[config.mk]
export PLATFORM = sky130hd
export DESIGN_NAME = vram_blitter
export DESIGN_NICKNAME = d
export VERILOG_FILES = /design/src/rtl/vram_blitter_pkg.sv /design/src/rtl/vram_blitter_if.sv /design/src/rtl/vram_blitter_bus_master.sv /design/src/rtl/vram_blitter.sv
export SDC_FILE = /design/constraint.sdc
export NUM_CORES = 1
export LEC_CHECK = 0
export BUFFER_PORTS_ARGS = -buffer_cell sky130_fd_sc_hd__buf_4
export CAP_MARGIN = 20
export CORE_MARGIN = 2
export CORE_UTILIZATION = 45
export CTS_CLUSTER_SIZE = 16
export DETAILED_ROUTE_END_ITERATION = 6
export PLACE_DENSITY = 0.64
export SYNTH_ARGS = -nofsm -noshare
export SYNTH_HDL_FRONTEND = slang
export SYNTH_SLANG_ARGS = --single-unit
export TNS_END_PERCENT = 30
[constraint.sdc]
create_clock -name clk -period 2.5 [get_ports clk]
set_input_delay 0.125 -clock clk [delete_from_list [all_inputs] [get_ports clk]]
set_output_delay 0.125 -clock clk [all_outputs]
set_load 0.01 [all_outputs]
[src/rtl/vram_blitter_pkg.sv]
// Shared definitions for the VRAM blitter: FSM state encoding, CPU register map,
// video-controller port addresses and CTRL bit positions.
package vram_blitter_pkg;

    typedef enum logic [3:0] {
        S_IDLE,
        S_SET_STEP,
        S_SET_RH,
        S_SET_RL,
        S_RD,
        S_RD_WAIT,
        S_SET_WH,
        S_SET_WL,
        S_WR,
        S_FIN
    } state_e;

    localparam logic [3:0] REG_CTRL  = 4'd0;
    localparam logic [3:0] REG_DST_H = 4'd1;
    localparam logic [3:0] REG_DST_L = 4'd2;
    localparam logic [3:0] REG_SRC_H = 4'd3;
    localparam logic [3:0] REG_SRC_L = 4'd4;
    localparam logic [3:0] REG_LEN_H = 4'd5;
    localparam logic [3:0] REG_LEN_L = 4'd6;
    localparam logic [3:0] REG_FILLV = 4'd7;
    localparam logic [3:0] REG_STEP  = 4'd8;

    localparam logic [3:0] VC_DST_H = 4'hA;
    localparam logic [3:0] VC_DST_L = 4'hB;
    localparam logic [3:0] VC_SRC_H = 4'hC;
    localparam logic [3:0] VC_SRC_L = 4'hD;
    localparam logic [3:0] VC_STEP  = 4'hE;
    localparam logic [3:0] VC_DATA  = 4'hF;

    localparam int unsigned CTRL_START = 0;
    localparam int unsigned CTRL_MODE  = 1;
    localparam int unsigned CTRL_ABORT = 2;
    localparam int unsigned CTRL_IE    = 3;

    function automatic logic [7:0] ctrl_status(input logic done, input logic ie,
                                               input logic mode, input logic busy);
        return {done, 3'b000, ie, mode, 1'b0, busy};
    endfunction

endpackage

[src/rtl/vram_blitter_if.sv]
// Master-side register port to the video controller.
interface vram_blitter_if;
    logic [3:0] m_ad;
    logic [7:0] m_do;
    logic [7:0] m_di;
    logic       m_rw;
    logic       m_cs;

    modport master (output m_ad, output m_do, output m_rw, output m_cs, input m_di);
    modport slave  (input m_ad, input m_do, input m_rw, input m_cs, output m_di);
endinterface

[src/rtl/vram_blitter_bus_master.sv]
// Decodes the blitter FSM state into one video-controller register access per cycle;
// all bus fields are held at zero whenever no access is issued.
module vram_bus_master
    import vram_blitter_pkg::*;
(
    input  state_e         state,
    input  logic [7:0]     step,
    input  logic [15:0]    src,
    input  logic [15:0]    dst,
    input  logic [7:0]     wr_data,
    output logic [7:0]     rd_data,
    vram_blitter_if.master bus
);

    always_comb begin
        bus.m_ad = '0;
        bus.m_do = '0;
        bus.m_rw = 1'b0;
        bus.m_cs = 1'b0;
        case (state)
            S_SET_STEP: begin
                bus.m_cs = 1'b1;
                bus.m_ad = VC_STEP;
                bus.m_do = step;
            end
            S_SET_RH: begin
                bus.m_cs = 1'b1;
                bus.m_ad = VC_SRC_H;
                bus.m_do = src[15:8];
            end
            S_SET_RL: begin
                bus.m_cs = 1'b1;
                bus.m_ad = VC_SRC_L;
                bus.m_do = src[7:0];
            end
            S_RD: begin
                bus.m_cs = 1'b1;
                bus.m_rw = 1'b1;
                bus.m_ad = VC_DATA;
            end
            S_SET_WH: begin
                bus.m_cs = 1'b1;
                bus.m_ad = VC_DST_H;
                bus.m_do = dst[15:8];
            end
            S_SET_WL: begin
                bus.m_cs = 1'b1;
                bus.m_ad = VC_DST_L;
                bus.m_do = dst[7:0];
            end
            S_WR: begin
                bus.m_cs = 1'b1;
                bus.m_ad = VC_DATA;
                bus.m_do = wr_data;
            end
            default: ;
        endcase
    end

    assign rd_data = bus.m_di;

endmodule

[src/rtl/vram_blitter.sv]
// CPU-programmed fill/copy blitter driving a video controller's register port.
// The controller auto-advances its read address, so only DST and LEN are tracked here.
module vram_blitter
    import vram_blitter_pkg::*;
#(
    parameter logic [7:0] STEP_RST = 8'h01
) (
    input  logic       clk,
    input  logic       rst,
    input  logic [3:0] AD,
    input  logic [7:0] DI,
    output logic [7:0] DO,
    input  logic       rw,
    input  logic       cs,
    output logic [3:0] m_ad,
    output logic [7:0] m_do,
    input  logic [7:0] m_di,
    output logic       m_rw,
    output logic       m_cs,
    output logic       irq
);

    state_e      state_q, state_d;
    logic [15:0] dst_q, dst_d;
    logic [15:0] src_q, src_d;
    logic [15:0] len_q, len_d;
    logic [7:0]  fillv_q, fillv_d;
    logic [7:0]  step_q, step_d;
    logic        mode_q, mode_d;
    logic        ie_q, ie_d;
    logic        done_q, done_d;
    logic [7:0]  do_q, do_d;
    logic [15:0] dst_w_q, dst_w_d;
    logic [15:0] len_w_q, len_w_d;
    logic [7:0]  data_q, data_d;

    logic       cpu_wr, cpu_rd, ctrl_wr, busy;
    logic       start_req, abort_req, go;
    logic [7:0] rd_mux, rd_data, wr_data;

    vram_blitter_if mbus ();

    vram_bus_master u_master (
        .state   (state_q),
        .step    (step_q),
        .src     (src_q),
        .dst     (dst_w_q),
        .wr_data (wr_data),
        .rd_data (rd_data),
        .bus     (mbus.master)
    );

    assign m_ad      = mbus.m_ad;
    assign m_do      = mbus.m_do;
    assign m_rw      = mbus.m_rw;
    assign m_cs      = mbus.m_cs;
    assign mbus.m_di = m_di;

    assign busy    = (state_q != S_IDLE);
    assign cpu_wr  = cs & ~rw;
    assign cpu_rd  = cs & rw;
    assign ctrl_wr = cpu_wr && (AD == REG_CTRL);
    // Abort wins over a simultaneous start; a start while busy is dropped.
    assign start_req = ctrl_wr & DI[CTRL_START] & ~DI[CTRL_ABORT] & ~busy;
    assign abort_req = ctrl_wr & DI[CTRL_ABORT] & (busy | DI[CTRL_START]);
    assign go        = start_req & (len_q != 16'h0000);
    assign wr_data   = mode_q ? data_q : fillv_q;
    assign irq       = done_q & ie_q;
    assign DO        = do_q;

    always_comb begin
        rd_mux = '0;
        case (AD)
            REG_CTRL:  rd_mux = ctrl_status(done_q, ie_q, mode_q, busy);
            REG_DST_H: rd_mux = dst_q[15:8];
            REG_DST_L: rd_mux = dst_q[7:0];
            REG_SRC_H: rd_mux = src_q[15:8];
            REG_SRC_L: rd_mux = src_q[7:0];
            REG_LEN_H: rd_mux = len_q[15:8];
            REG_LEN_L: rd_mux = len_q[7:0];
            REG_FILLV: rd_mux = fillv_q;
            REG_STEP:  rd_mux = step_q;
            default:   rd_mux = '0;
        endcase
    end

    always_comb begin
        state_d = state_q;
        dst_d   = dst_q;
        src_d   = src_q;
        len_d   = len_q;
        fillv_d = fillv_q;
        step_d  = step_q;
        mode_d  = mode_q;
        ie_d    = ie_q;
        done_d  = done_q;
        do_d    = do_q;
        dst_w_d = dst_w_q;
        len_w_d = len_w_q;
        data_d  = data_q;

        if (cpu_rd) begin
            do_d = rd_mux;
        end

        if (cpu_wr && !busy) begin
            case (AD)
                REG_CTRL:  mode_d        = DI[CTRL_MODE];
                REG_DST_H: dst_d[15:8]   = DI;
                REG_DST_L: dst_d[7:0]    = DI;
                REG_SRC_H: src_d[15:8]   = DI;
                REG_SRC_L: src_d[7:0]    = DI;
                REG_LEN_H: len_d[15:8]   = DI;
                REG_LEN_L: len_d[7:0]    = DI;
                REG_FILLV: fillv_d       = DI;
                REG_STEP:  step_d        = DI;
                default: ;
            endcase
        end

        if (ctrl_wr) begin
            ie_d = DI[CTRL_IE];
        end

        if (cpu_rd && (AD == REG_CTRL)) begin
            done_d = 1'b0;
        end

        case (state_q)
            S_IDLE: begin
                if (go) begin
                    state_d = S_SET_STEP;
                    dst_w_d = dst_q;
                    len_w_d = len_q;
                    done_d  = 1'b0;
                end else if (start_req) begin
                    done_d = 1'b1;
                end
            end
            S_SET_STEP: state_d = mode_q ? S_SET_RH : S_SET_WH;
            S_SET_RH:   state_d = S_SET_RL;
            S_SET_RL:   state_d = S_RD;
            S_RD:       state_d = S_RD_WAIT;
            S_RD_WAIT: begin
                data_d  = rd_data;
                state_d = S_SET_WH;
            end
            S_SET_WH:   state_d = S_SET_WL;
            S_SET_WL:   state_d = S_WR;
            S_WR: begin
                dst_w_d = dst_w_q + {8'h00, step_q};
                len_w_d = len_w_q - 16'd1;
                if (len_w_q == 16'd1) begin
                    state_d = S_FIN;
                end else begin
                    state_d = mode_q ? S_RD : S_SET_WH;
                end
            end
            S_FIN: begin
                done_d  = 1'b1;
                state_d = S_IDLE;
            end
            default: state_d = S_IDLE;
        endcase

        // Abort overrides the FSM and drops any read result captured this cycle.
        if (abort_req) begin
            state_d = S_IDLE;
            done_d  = 1'b1;
            data_d  = data_q;
            dst_w_d = dst_w_q;
            len_w_d = len_w_q;
        end
    end

    always_ff @(posedge clk or negedge rst) begin
        if (!rst) begin
            state_q <= S_IDLE;
            dst_q   <= '0;
            src_q   <= '0;
            len_q   <= '0;
            fillv_q <= '0;
            step_q  <= STEP_RST;
            mode_q  <= 1'b0;
            ie_q    <= 1'b0;
            done_q  <= 1'b0;
            do_q    <= '0;
            dst_w_q <= '0;
            len_w_q <= '0;
            data_q  <= '0;
        end else begin
            state_q <= state_d;
            dst_q   <= dst_d;
            src_q   <= src_d;
            len_q   <= len_d;
            fillv_q <= fillv_d;
            step_q  <= step_d;
            mode_q  <= mode_d;
            ie_q    <= ie_d;
            done_q  <= done_d;
            do_q    <= do_d;
            dst_w_q <= dst_w_d;
            len_w_q <= len_w_d;
            data_q  <= data_d;
        end
    end

endmodule

==> results.md <==
- Top FF cell, synth: dfrtp_1
- Least-Margin Pin Slew: ~0.74 ns
- Most frequent cells in the layout: dfrtp_1 (118), mux2_2 (85), buf_4 (75)
- Most frequent CP cell: buf_4
- Sequential share of the synthesized area: between 40% and 50%
- Critical Path Slowest Stage Cell: and3_1
- Worst hold-check path type: in -> reg
- Drt wl/cell: 22.5 um
- Post-synth top area share: between 40% and 50%
- R2r startpoint: step_q[4]
- Total grt overflow: 0
- Mapped Cells: just under 700
- Yosys warns: 0
- Top Ports: 47
- Min cycle time layout: around 2.4 ns
- Routability-driven placement congestion ratio: roughly 0.97
- Fillers: roughly 1.2k
- Crit path arrival time: 2.29 ns
- CP Depth: 6
- Starting Density: 46.2%
- Fin. Hold Viols: 0
- Top delay family on crit path: simple AND/OR/NAND/NOR gates
- Crit path buf inv count: 2
- Die Area: 0.0160 mm2
- Routed Antenna Nets: 0
- Max Fclk: 414 MHz
- Final #Nets: around 780
- Max FO, Critical Path: 9
- Leak: around 3.5 nW
- Pin count of the biggest net entering global routing: 120
- Largest area contributor in the netlist: dfrtp_1
- VDD IR max: approximately 710 uV
- Final Setup Violations: 0
- Pre-antenna DRT Iters: 6
- Clk root buf: clkbuf_16
- Cell Pwr Density: approximately 1200 mW/mm2
- Final instance area: 0.00810 mm2
- CP Launch Point: state_q[2]
- Worst Reg2Reg Path Length in Cells: 7
- Pre-CTS WS: between 0.09 and 0.1 ns
- Post-synthesis register bit count: between 100 and 150
- Tcrit/Tclk final: 96.6%
- Clock-pin slew on the worst setup and hold paths: 0.06 ns
- Initial DRC Count: ~680
- Synth unique cells: 65
- Setup TNS: 0 ns
- CTS tree: built
- CP peak stage delay: between 0.4 and 0.5 ns
- Post-DP Area: about 0.0074 mm2
- Remaining DRCs: 0
- Outcome: finished clean
- EDFF count, synth: 0
- Asr flop ratio synth: 100%
- Max-slew violations: 0
- Required @ worst endpoint: 2.38 ns
- Number of port buffers: 46
- Most common cell after layout, fill and taps aside: dfrtp_1
- Ant diodes: 0
- # rows: 44
- Vias in the first global route: 5694
- Mapped Avg Cell Area: between 9 and 10 um2
- Clk_skew: ~0.0072 ns
- DP HPWL: about 15000 um
- Critical Path End: m_do[1]
- CTS max path bufs: 2
- Die X: ~130 um
- H-tree Lvls: 4
- First-pass GRT wire length: about 33000 um
- Total GRT Usage: a little over a quarter
- Worst reg2reg setup slack: between 0.08 and 0.09 ns
- Initial antenna violation count: 0
- Die height: about 130 um
- Crit Path Class: reg -> out
- Max-cap violations: 0
- Setup bufs post-CTS: 0
- Via Count: between 5k and 6k
- CP Launch Type: flop
- Cell Area, Synth: around 0.0067 mm2
- Max-slew headroom: approximately half
- CP Cell Sequence: buf_4, nor2b_1, and3_1, a21oi_1, o221ai_1, buf_4
- Worst setup margin: between 0.08 and 0.09 ns
- Final Util: 55.5%
- Unrepaired setup endpoints after global routing: false
- Hold WS: between 0.03 and 0.04 ns
- Fraction of layout instances using a drive strength above 1: 28.4%
- Clk_lat worst skew: about 0.42 ns
- CP Capture Type: output port
- Area Growth Syn to Fin: 20.1%
- Post-Route WL: ~21000 um
- CTS Buf Count: 17
- Post-DR vias/cell: 6.32
- Core area: roughly 0.015 mm2
- Synth area leaders: dfrtp_1 (44%), mux2_2 (14%), a21oi_1 (3.5%)
- Worst R2R End: dst_w_q[15]
- TritonCTS sink count: around 120
- Post-Syn Nets: around 700
## per-layer routing
metal	global-route usage (%)	part of all wire [%]	vias to the layer above
met4	11.3	3.3	0
met5	0	0	-
li1	-	-	2670
met1	39.5	44	2950
met2	41.3	46	296
met3	4.60	7.2	53
## how the worst min path moves through the flow
stage / start / end / slack, ns / cells past startpoint
2_1_floorplan: rst / DO[0] / -0.17 / 0
3_3_place_gp: rst / len_q[9] / 0.27 / 2
3_5_place_dp: rst / len_q[1] / 0.28 / 2
4_1_cts: DI[7] / step_q[7] / 0.02 / 2
5_1_grt: DI[7] / step_q[7] / 0.03 / 2
6_report: DI[7] / step_q[7] / 0.04 / 2
## state kept, by name (all words and copies together) (netlist names)
register / flops
dst_q: 16
len_q: 16
len_w_q: 16
src_q: 16
dst_w_q: 16
ie_q: 1
fillv_q: 8
step_q: 8
state_q: 4
data_q: 8
DO: 8
mode_q: 1
done_q: 1
## cells in the mapped netlist (12+ instances only)
| cell type | count |
|---|---|
| mux2i_1 | 19 |
| nor3_1 | 19 |
| mux2_2 | 85 |
| nand3_1 | 21 |
| clkbuf_1 | 21 |
| o21ai_0 | 35 |
| dfrtp_1 | 118 |
| a22oi_1 | 17 |
| a31oi_1 | 14 |
| a21oi_1 | 47 |
| inv_1 | 12 |
| nand2_1 | 58 |
| nor2_1 | 53 |
| o22ai_1 | 12 |
## power breakdown
group	internal [W]	total [W]	switching [W]
Combinational	0.00165	0.00354	0.00188
Sequential	0.00260	0.00343	0.000831
Clock	0.00142	0.00236	0.000939
Total	0.00568	0.00933	0.00365
## stage by stage
stage                     power, W  cells
after floorplan            0.00547    681
after detailed placement   0.00685    904
after global routing       0.00985    945
final                      0.00933    945
after global placement     0.00674    904
after CTS                  0.00925    945
## final cells by class
type	instances	area [um2]	area share, %
Clock inverter	13	120	1.48
Timing Repair Buffer	87	713	8.81
Clock buffer	19	453	5.59
Tap cell	184	230	2.84
Sequential cell	119	2980	36.8
Inverter	13	48.8	0.603
Multi-Input combinational cell	510	3550	43.9
## cell families after synthesis
family	share of synthesized area (%)
simple gates	15.5
compound gates	17.0
flops	44.2
mux	17.0
buf+inv	3.49
fa+ha+maj	2.15
xor+xnor	0.649
## timing repair
item                       CTS  global route
resized for setup            0             6
hold buffers                 9             0
setup endpoints to repair    0             5
hold endpoints to repair   126             0
Power figures use the tool's default switching activity.
